<file path="config.mk">
export PLATFORM = sky130hd
export DESIGN_NAME = mac_feeder_flat
export DESIGN_NICKNAME = d
export VERILOG_FILES = /design/src/rtl/mac_feeder_pkg.sv /design/src/rtl/mac_feeder_if.sv /design/src/rtl/mac_feeder_weight_bank.sv /design/src/rtl/mac_feeder.sv /design/src/flat_wrapper.sv
export SDC_FILE = /design/constraint.sdc
export NUM_CORES = 1
export LEC_CHECK = 0
export CORE_ASPECT_RATIO = 1.25
export CORE_UTILIZATION = 54
export CTS_CLUSTER_SIZE = 16
export DETAILED_ROUTE_END_ITERATION = 10
export GPL_ROUTABILITY_DRIVEN = 0
export PLACE_DENSITY = 0.86
export SLEW_MARGIN = 40
export SYNTH_ARGS = -nofsm -noshare
export SYNTH_HDL_FRONTEND = slang
export SYNTH_HIERARCHICAL = 1
export SYNTH_SLANG_ARGS = --single-unit
</file>
<file path="constraint.sdc">
create_clock -name clk -period 2.3 [get_ports clk]
set_input_delay 0.23 -clock clk [delete_from_list [all_inputs] [get_ports clk]]
set_output_delay 0.23 -clock clk [all_outputs]
set_load 0.03 [all_outputs]
</file>
<file path="src/rtl/mac_feeder_pkg.sv">
// ---------------------------------------------------------------------------
// mac_feeder_pkg
//
// Shared definitions for the MAC feeder slice: the feeder state encoding,
// default geometry/width constants and a small helper that sizes the tap
// index so a 1x1 kernel still gets a 1-bit counter.
// ---------------------------------------------------------------------------
package mac_feeder_pkg;

   // Default kernel edge; taps per window is the square of this.
   localparam int DEF_KERNEL_SIZE = 3;

   // Pixel and weight width, matching the MAC operand inputs.
   localparam int DEF_DATA_W = 8;

   // Width of the MAC accumulated result.
   localparam int DEF_RES_W = 12;

   // Default number of taps per window.
   localparam int DEF_N = DEF_KERNEL_SIZE * DEF_KERNEL_SIZE;

   // Window sequencing states.
   typedef enum logic [2:0] {
      IDLE,
      CLEAR,
      ACCUM,
      CAPTURE,
      OUT
   } feeder_state_t;

   // Width of a tap index for n taps, never less than one bit.
   function automatic int addr_width(input int n);
      return (n > 1) ? $clog2(n) : 1;
   endfunction

endpackage

</file>
<file path="src/rtl/mac_feeder_if.sv">
// ---------------------------------------------------------------------------
// mac_feeder_if
//
// Bundles every non-clock signal of the feeder: the weight write port, the
// pixel valid/ready stream, the MAC drive/return signals, the result
// valid/ready stream and the busy flag.
//
// Signals:
//    wt_we, wt_addr, wt_data   weight write strobe, tap index, weight value
//    in_valid, in_pixel        upstream pixel stream
//    in_ready                  feeder accepts the pixel this cycle
//    mac_pixel, mac_weight     operands to the MAC
//    mac_reg_en, mac_clr       MAC accumulate enable / clear
//    mac_result                accumulated value from the MAC
//    out_valid, out_data       window result towards downstream
//    out_ready                 downstream accepts the result
//    busy                      feeder is not idle
//
// Modports:
//    slave   the feeder itself
//    master  whoever drives the feeder (upstream, MAC, downstream together)
// ---------------------------------------------------------------------------
interface mac_feeder_if #(
   parameter int DATA_W = mac_feeder_pkg::DEF_DATA_W,
   parameter int RES_W  = mac_feeder_pkg::DEF_RES_W,
   parameter int N      = mac_feeder_pkg::DEF_N
);
   import mac_feeder_pkg::*;

   localparam int ADDR_W = addr_width(N);

   logic              wt_we;
   logic [ADDR_W-1:0] wt_addr;
   logic [DATA_W-1:0] wt_data;

   logic              in_valid;
   logic [DATA_W-1:0] in_pixel;
   logic              in_ready;

   logic [DATA_W-1:0] mac_pixel;
   logic [DATA_W-1:0] mac_weight;
   logic              mac_reg_en;
   logic              mac_clr;
   logic [RES_W-1:0]  mac_result;

   logic              out_valid;
   logic [RES_W-1:0]  out_data;
   logic              out_ready;

   logic              busy;

   modport slave (
      input  wt_we, wt_addr, wt_data,
      input  in_valid, in_pixel,
      output in_ready,
      output mac_pixel, mac_weight, mac_reg_en, mac_clr,
      input  mac_result,
      output out_valid, out_data,
      input  out_ready,
      output busy
   );

   modport master (
      output wt_we, wt_addr, wt_data,
      output in_valid, in_pixel,
      input  in_ready,
      input  mac_pixel, mac_weight, mac_reg_en, mac_clr,
      output mac_result,
      input  out_valid, out_data,
      output out_ready,
      input  busy
   );

endinterface

</file>
<file path="src/rtl/mac_feeder_weight_bank.sv">
// ---------------------------------------------------------------------------
// weight_bank
//
// N x DATA_W register file holding one kernel's weights.
//
// Ports:
//    clk      rising-edge clock
//    rst      asynchronous active-low reset, clears every weight
//    we       write strobe (already qualified by the caller's state)
//    addr     write tap index; indices past the last tap are dropped
//    data     write value
//    rd_addr  read tap index
//    rd_data  combinational read of the addressed weight
// ---------------------------------------------------------------------------
module weight_bank
   import mac_feeder_pkg::*;
#(
   parameter int N      = DEF_N,
   parameter int DATA_W = DEF_DATA_W,
   parameter int ADDR_W = addr_width(N)
) (
   input  logic              clk,
   input  logic              rst,
   input  logic              we,
   input  logic [ADDR_W-1:0] addr,
   input  logic [DATA_W-1:0] data,
   input  logic [ADDR_W-1:0] rd_addr,
   output logic [DATA_W-1:0] rd_data
);

   localparam logic [ADDR_W-1:0] LAST_TAP = ADDR_W'(N - 1);

   logic [DATA_W-1:0] mem_q [N];

   // Storage: cleared only by reset; a write to an index beyond the last
   // tap would otherwise fall outside the array, so it is simply dropped.
   always_ff @(posedge clk or negedge rst) begin
      if (!rst) begin
         for (int i = 0; i < N; i++) begin
            mem_q[i] <= '0;
         end
      end else if (we && (addr <= LAST_TAP)) begin
         mem_q[addr] <= data;
      end
   end

   // Read port: the tap counter never leaves range, but the guard keeps the
   // read well defined for non-power-of-two tap counts.
   always_comb begin
      rd_data = '0;
      if (rd_addr <= LAST_TAP) begin
         rd_data = mem_q[rd_addr];
      end
   end

endmodule

</file>
<file path="src/rtl/mac_feeder.sv">
// ---------------------------------------------------------------------------
// mac_feeder
//
// Sequencing stage in front of the MAC accumulator. Holds one kernel's
// weights, pairs each accepted pixel with its weight tap, drives the MAC
// clear/enable, and captures the final accumulated result for downstream.
//
// Ports:
//    clk   rising-edge clock
//    rst   asynchronous active-low reset
//    bus   mac_feeder_if.slave carrying the weight write port, pixel stream,
//          MAC drive/return, result stream and busy flag
//
// Window flow: IDLE -> CLEAR (MAC cleared) -> ACCUM (N accepted taps)
// -> CAPTURE (result latched) -> OUT (held until out_ready).
// ---------------------------------------------------------------------------
module mac_feeder
   import mac_feeder_pkg::*;
#(
   parameter int KERNEL_SIZE = DEF_KERNEL_SIZE,
   parameter int DATA_W      = DEF_DATA_W,
   parameter int RES_W       = DEF_RES_W
) (
   input logic        clk,
   input logic        rst,
   mac_feeder_if.slave bus
);

   localparam int N      = KERNEL_SIZE * KERNEL_SIZE;
   localparam int ADDR_W = addr_width(N);

   localparam logic [ADDR_W-1:0] LAST_TAP = ADDR_W'(N - 1);
   localparam logic [ADDR_W-1:0] TAP_ONE  = ADDR_W'(1);

   feeder_state_t     state_q, state_d;
   logic [ADDR_W-1:0] tap_q, tap_d;
   logic [RES_W-1:0]  out_data_q, out_data_d;

   logic              in_ready;
   logic              accept;
   logic              mac_reg_en;
   logic              mac_clr;
   logic [DATA_W-1:0] mac_pixel;
   logic [DATA_W-1:0] mac_weight;
   logic              out_valid;
   logic              bank_we;
   logic [DATA_W-1:0] tap_weight;

   // Weight writes only land while idle so a running window always sees a
   // consistent kernel.
   assign bank_we = bus.wt_we && (state_q == IDLE);

   weight_bank #(
      .N      (N),
      .DATA_W (DATA_W),
      .ADDR_W (ADDR_W)
   ) u_bank (
      .clk     (clk),
      .rst     (rst),
      .we      (bank_we),
      .addr    (bus.wt_addr),
      .data    (bus.wt_data),
      .rd_addr (tap_q),
      .rd_data (tap_weight)
   );

   assign accept = bus.in_valid && in_ready;

   // State register: FSM state, tap counter and captured result.
   always_ff @(posedge clk or negedge rst) begin
      if (!rst) begin
         state_q    <= IDLE;
         tap_q      <= '0;
         out_data_q <= '0;
      end else begin
         state_q    <= state_d;
         tap_q      <= tap_d;
         out_data_q <= out_data_d;
      end
   end

   // Next-state logic: the tap counter only moves on an accepted pixel, so
   // input gaps stall the window; leaving OUT goes straight to CLEAR when
   // another pixel is already waiting.
   always_comb begin
      state_d    = state_q;
      tap_d      = tap_q;
      out_data_d = out_data_q;
      case (state_q)
         IDLE: begin
            if (bus.in_valid) begin
               state_d = CLEAR;
            end
         end
         CLEAR: begin
            tap_d   = '0;
            state_d = ACCUM;
         end
         ACCUM: begin
            if (accept) begin
               if (tap_q == LAST_TAP) begin
                  tap_d   = '0;
                  state_d = CAPTURE;
               end else begin
                  tap_d = tap_q + TAP_ONE;
               end
            end
         end
         CAPTURE: begin
            out_data_d = bus.mac_result;
            state_d    = OUT;
         end
         OUT: begin
            if (bus.out_ready) begin
               state_d = bus.in_valid ? CLEAR : IDLE;
            end
         end
         default: begin
            state_d = IDLE;
         end
      endcase
   end

   // Output decode: MAC operands are forced to zero unless a tap is being
   // accumulated this cycle, and clear/enable come from disjoint states so
   // they can never overlap.
   always_comb begin
      in_ready   = 1'b0;
      mac_reg_en = 1'b0;
      mac_clr    = 1'b0;
      mac_pixel  = '0;
      mac_weight = '0;
      out_valid  = 1'b0;
      case (state_q)
         CLEAR: begin
            mac_clr = 1'b1;
         end
         ACCUM: begin
            in_ready = 1'b1;
            if (bus.in_valid) begin
               mac_reg_en = 1'b1;
               mac_pixel  = bus.in_pixel;
               mac_weight = tap_weight;
            end
         end
         OUT: begin
            out_valid = 1'b1;
         end
         default: begin
         end
      endcase
   end

   assign bus.in_ready   = in_ready;
   assign bus.mac_pixel  = mac_pixel;
   assign bus.mac_weight = mac_weight;
   assign bus.mac_reg_en = mac_reg_en;
   assign bus.mac_clr    = mac_clr;
   assign bus.out_valid  = out_valid;
   assign bus.out_data   = out_data_q;
   assign bus.busy       = (state_q != IDLE);

endmodule

</file>
<file path="src/flat_wrapper.sv">
// flat-port wrapper written by rule: the top's interface ports become plain ports
module mac_feeder_flat import mac_feeder_pkg::*;
#(
   parameter int KERNEL_SIZE = DEF_KERNEL_SIZE,
   parameter int DATA_W      = DEF_DATA_W,
   parameter int RES_W       = DEF_RES_W
)
  (clk, rst, bus_wt_we, bus_wt_addr, bus_wt_data, bus_in_valid, bus_in_pixel, bus_in_ready, bus_mac_pixel, bus_mac_weight, bus_mac_reg_en, bus_mac_clr, bus_mac_result, bus_out_valid, bus_out_data, bus_out_ready, bus_busy);
  mac_feeder_if #(.DATA_W(DATA_W), .RES_W(RES_W), .N((9))) bus_i ();
  input logic clk;
  input logic rst;
  input wire logic [$bits(bus_i.wt_we)-1:0] bus_wt_we;
  input wire logic [$bits(bus_i.wt_addr)-1:0] bus_wt_addr;
  input wire logic [$bits(bus_i.wt_data)-1:0] bus_wt_data;
  input wire logic [$bits(bus_i.in_valid)-1:0] bus_in_valid;
  input wire logic [$bits(bus_i.in_pixel)-1:0] bus_in_pixel;
  output wire logic [$bits(bus_i.in_ready)-1:0] bus_in_ready;
  output wire logic [$bits(bus_i.mac_pixel)-1:0] bus_mac_pixel;
  output wire logic [$bits(bus_i.mac_weight)-1:0] bus_mac_weight;
  output wire logic [$bits(bus_i.mac_reg_en)-1:0] bus_mac_reg_en;
  output wire logic [$bits(bus_i.mac_clr)-1:0] bus_mac_clr;
  input wire logic [$bits(bus_i.mac_result)-1:0] bus_mac_result;
  output wire logic [$bits(bus_i.out_valid)-1:0] bus_out_valid;
  output wire logic [$bits(bus_i.out_data)-1:0] bus_out_data;
  input wire logic [$bits(bus_i.out_ready)-1:0] bus_out_ready;
  output wire logic [$bits(bus_i.busy)-1:0] bus_busy;
  assign bus_i.wt_we = bus_wt_we;
  assign bus_i.wt_addr = bus_wt_addr;
  assign bus_i.wt_data = bus_wt_data;
  assign bus_i.in_valid = bus_in_valid;
  assign bus_i.in_pixel = bus_in_pixel;
  assign bus_in_ready = bus_i.in_ready;
  assign bus_mac_pixel = bus_i.mac_pixel;
  assign bus_mac_weight = bus_i.mac_weight;
  assign bus_mac_reg_en = bus_i.mac_reg_en;
  assign bus_mac_clr = bus_i.mac_clr;
  assign bus_i.mac_result = bus_mac_result;
  assign bus_out_valid = bus_i.out_valid;
  assign bus_out_data = bus_i.out_data;
  assign bus_i.out_ready = bus_out_ready;
  assign bus_busy = bus_i.busy;
  mac_feeder #(.KERNEL_SIZE(KERNEL_SIZE), .DATA_W(DATA_W), .RES_W(RES_W)) u_core (.clk(clk), .rst(rst), .bus(bus_i));
endmodule
</file>
==> key figures <==
Global routing
  • Total GRT Usage: 23.8%
  • Initial antenna violation count: 0
  • Number of global-route vias before repair: 3047
  • Overflow after GRT: 0
  • Largest net degree at the start of global routing: 79
  • First-pass GRT wire length: 14.6 mm

Detailed routing
  • Iteration-0 DRC Markers: 131
  • Vias: 2870
  • DRT antenna net count: 0
  • Routed wire length: 9.05 mm
  • WL per Instance: 18.2 um
  • DRC: 0
  • Post-DR vias/cell: 5.77
  • TritonRoute pass-1 iters: 4

Floorplan
  • Die Y: 103 um
  • Core area: 7840 um2
  • Effective utilization at floorplan: 55.7%
  • IO Count: 70
  • Die area: 8450 um2
  • Die W: 82.4 um
  • Site Rows: 36

Yosys
  • Main synth FF type: dfrtp_1
  • Area leader, netlist: dfrtp_1
  • Post-synthesis sequential element count: 91
  • Most common library cells after synthesis: mux2_2, dfrtp_1, and2_1
  • Top-count cell post-synth: mux2_2
  • Async S/R FF share, synth: 100%
  • Post-synthesis cell count: 314
  • Mean post-synth cell area: 13.9 um2
  • Cell variety after synth: 42
  • Synth top area cells: dfrtp_1, mux2_2, mux4_2
  • Seq/Total Area, Yosys: 52.1%
  • Syn Nets: 353
  • Syn. warnings: 6
  • Top-area cell type share of the netlist area: 52.1%
  • Synthesized area: 4370 um2
  • Post-synth EDFFs: 0

STA
  • RSZ-0062 raised after global routing: yes
  • Tmin final: 2.24 ns
  • Final setup violating endpoints: 0
  • Setup WS post-layout: 0.0634 ns
  • Final Max Slew Viols: 0
  • TNS Setup: 0 ns
  • Hold Fails Final Rpt: 0
  • Final Skew: 0.00524 ns
  • Slew margin rel.: 58.6%
  • Least-Margin Pin Slew: 0.620 ns
  • Fmax: 447 MHz
  • Tcrit/Tclk final: 97.2%

Clocking
  • Clk root buf: clkbuf_8
  • Worst-path clk slew: 0.09 ns
  • H-tree Lvls: 3
  • CTS max path bufs: 2
  • Cts bufs inserted: 9
  • Clock sinks: 91
  • TritonCTS clock tree: done
  • Clk_lat worst skew: 0.36 ns

Cells and area
  • Net count reported at finish: 437
  • Multi-input gate area: 1990 um2
  • # diodes: 0
  • Filler cell count: 530
  • Area delta synth->final: 26.3%
  • Post-layout util: 70.4%
  • Share of cells above drive strength 1: 43.0%
  • Register Area: 2280 um2

Setup path
  • Worst-path fanout max: 13
  • Worst R2R Path Depth: 6
  • Crit path from: u_core/tap_q[0]
  • Critical R2R Launch: u_core/state_q[2]
  • Arrival time worst endpoint: 2.01 ns
  • Critical Path RT: 2.07 ns
  • Worst setup path endpoint: bus_mac_weight[4]
  • Reg-to-reg slack, setup: 0.13 ns
  • Reg2reg end: u_core/u_bank/mem_q[47]
  • Critical Path Source Type: register
  • Setup Crit Path Kind: register to output pin
  • Critical path capture point type: output pin

Pwr
  • Overall Power: 6.54 mW
  • Worst VDD drop: 923 uV
  • Static leakage: 2.52 nW
  • Pwr dens: 1190 nW/um2

Flow run
  • Max Cap Viol: 0

Placement
  • Input/output buffers: 69
  • Place WS: -0.00254 ns
  • DP HPWL: 6.17 mm

Min path
  • HP Class: input pin to asynchronous set/reset pin

Outcome
  • Status: finished, final reports clean
final cells by class:
type	count	share of cell area (%)
Timing Repair Buffer	86	15.4
Tap cell	95	2.16
Inverter	7	0.703
Multi-Input combinational cell	203	36.1
Sequential cell	91	41.3
Clock buffer	9	2.25
Clock inverter	6	2.06
worst min path at each step:
| stage | from | to | slack [ns] | depth (start not counted) |
|---|---|---|---|---|
| after floorplan | rst | u_core/bus.out_data[0] | -0.07 | 0 |
| after global placement | rst | u_core/bus.out_data[0] | 0.09 | 1 |
| after detailed placement | rst | u_core/bus.out_data[11] | 0.09 | 1 |
| after CTS | rst | u_core/u_bank/mem_q[15] | 0.25 | 2 |
| after global routing | rst | u_core/u_bank/mem_q[23] | 0.26 | 2 |
| final | rst | u_core/bus.out_data[11] | 0.26 | 2 |
metrics by stage:
stage	cell area, um2	std cells	hold slack (ns)
CTS	5490	497	0.248
detailed placement	5240	480	0.0917
global route	5520	497	0.264
finish	5520	497	0.257
floorplan	4370	314	-0.0656
global placement	5240	480	0.0897
timing repair:
action / in CTS / in global routing
gates cloned: 1 / 0
setup buffers: 0 / 0
gates resized for setup: 42 / 11
pin swaps: 0 / 0
hold buffers: 1 / 0
hold endpoints to repair: 13 / 0
setup endpoints to repair: 15 / 11
sequential cells by signal, summed over array words and instances, names as in the netlist:
signal / count
u_core/tap_q: 4
u_core/bus.out_data: 12
u_core/u_bank/mem_q: 72
u_core/state_q: 3
cells by family (layout without fill, tap and decap cells):
| family | count (synthesis) | count (layout) | synth area share [%] |
|---|---|---|---|
| muxes | 108 | 108 | 29.9 |
| DFF | 91 | 91 | 52.1 |
| and+or+nand+nor | 68 | 68 | 10.3 |
| AOI/OAI and AO/OA | 25 | 25 | 4.50 |
| buffers and inverters | 20 | 108 | 2.58 |
| adders and majority gates | 2 | 2 | 0.573 |
cells in the final DEF, fill, tap and decap left out, types with 2 or more instances in the layout:
| master | n |
|---|---|
| clkinvlp_4 | 2 |
| buf_4 | 17 |
| clkbuf_8 | 9 |
| nand2_2 | 3 |
| ha_1 | 2 |
| o22ai_1 | 9 |
| o31ai_1 | 8 |
| mux4_2 | 8 |
| or3b_4 | 2 |
| dlygate4sd2_1 | 8 |
| nor2_1 | 8 |
| mux2_2 | 100 |
| nor2b_1 | 2 |
| dlymetal6s2s_1 | 3 |
| buf_2 | 3 |
| dfrtp_1 | 90 |
| nand2b_1 | 4 |
| and2_1 | 16 |
| buf_12 | 3 |
| nand3_2 | 2 |
| bufinv_16 | 3 |
| nor2_2 | 5 |
| nand3b_1 | 2 |
| clkdlybuf4s50_1 | 49 |
| clkinv_4 | 2 |
| inv_1 | 4 |
| nand2_1 | 11 |
| nand3_1 | 3 |
layer usage:
metal	track usage [%]	vias to the layer above	routed length, um	share of wire [%]
met4	10.3	0	229	2.5
li1	-	1316	-	-
met1	27.7	1471	3530	39
met5	0	-	0	0
met3	5.84	13	442	4.9
met2	41.5	70	4850	54
worst max-delay path: stages, from the launching register on:
cell     delay, ns
dfrtp_2       0.45
buf_12        0.18
mux4_2        0.52
nor2_2        0.10
o31ai_1       0.09
and2_1        0.14
buf_2         0.17
report_power, final:
group / internal [mW] / switching, mW
clock network: 0.719 / 0.568
logic: 1.42 / 1.20
registers: 2.27 / 0.372
Power figures use the tool's default switching activity.
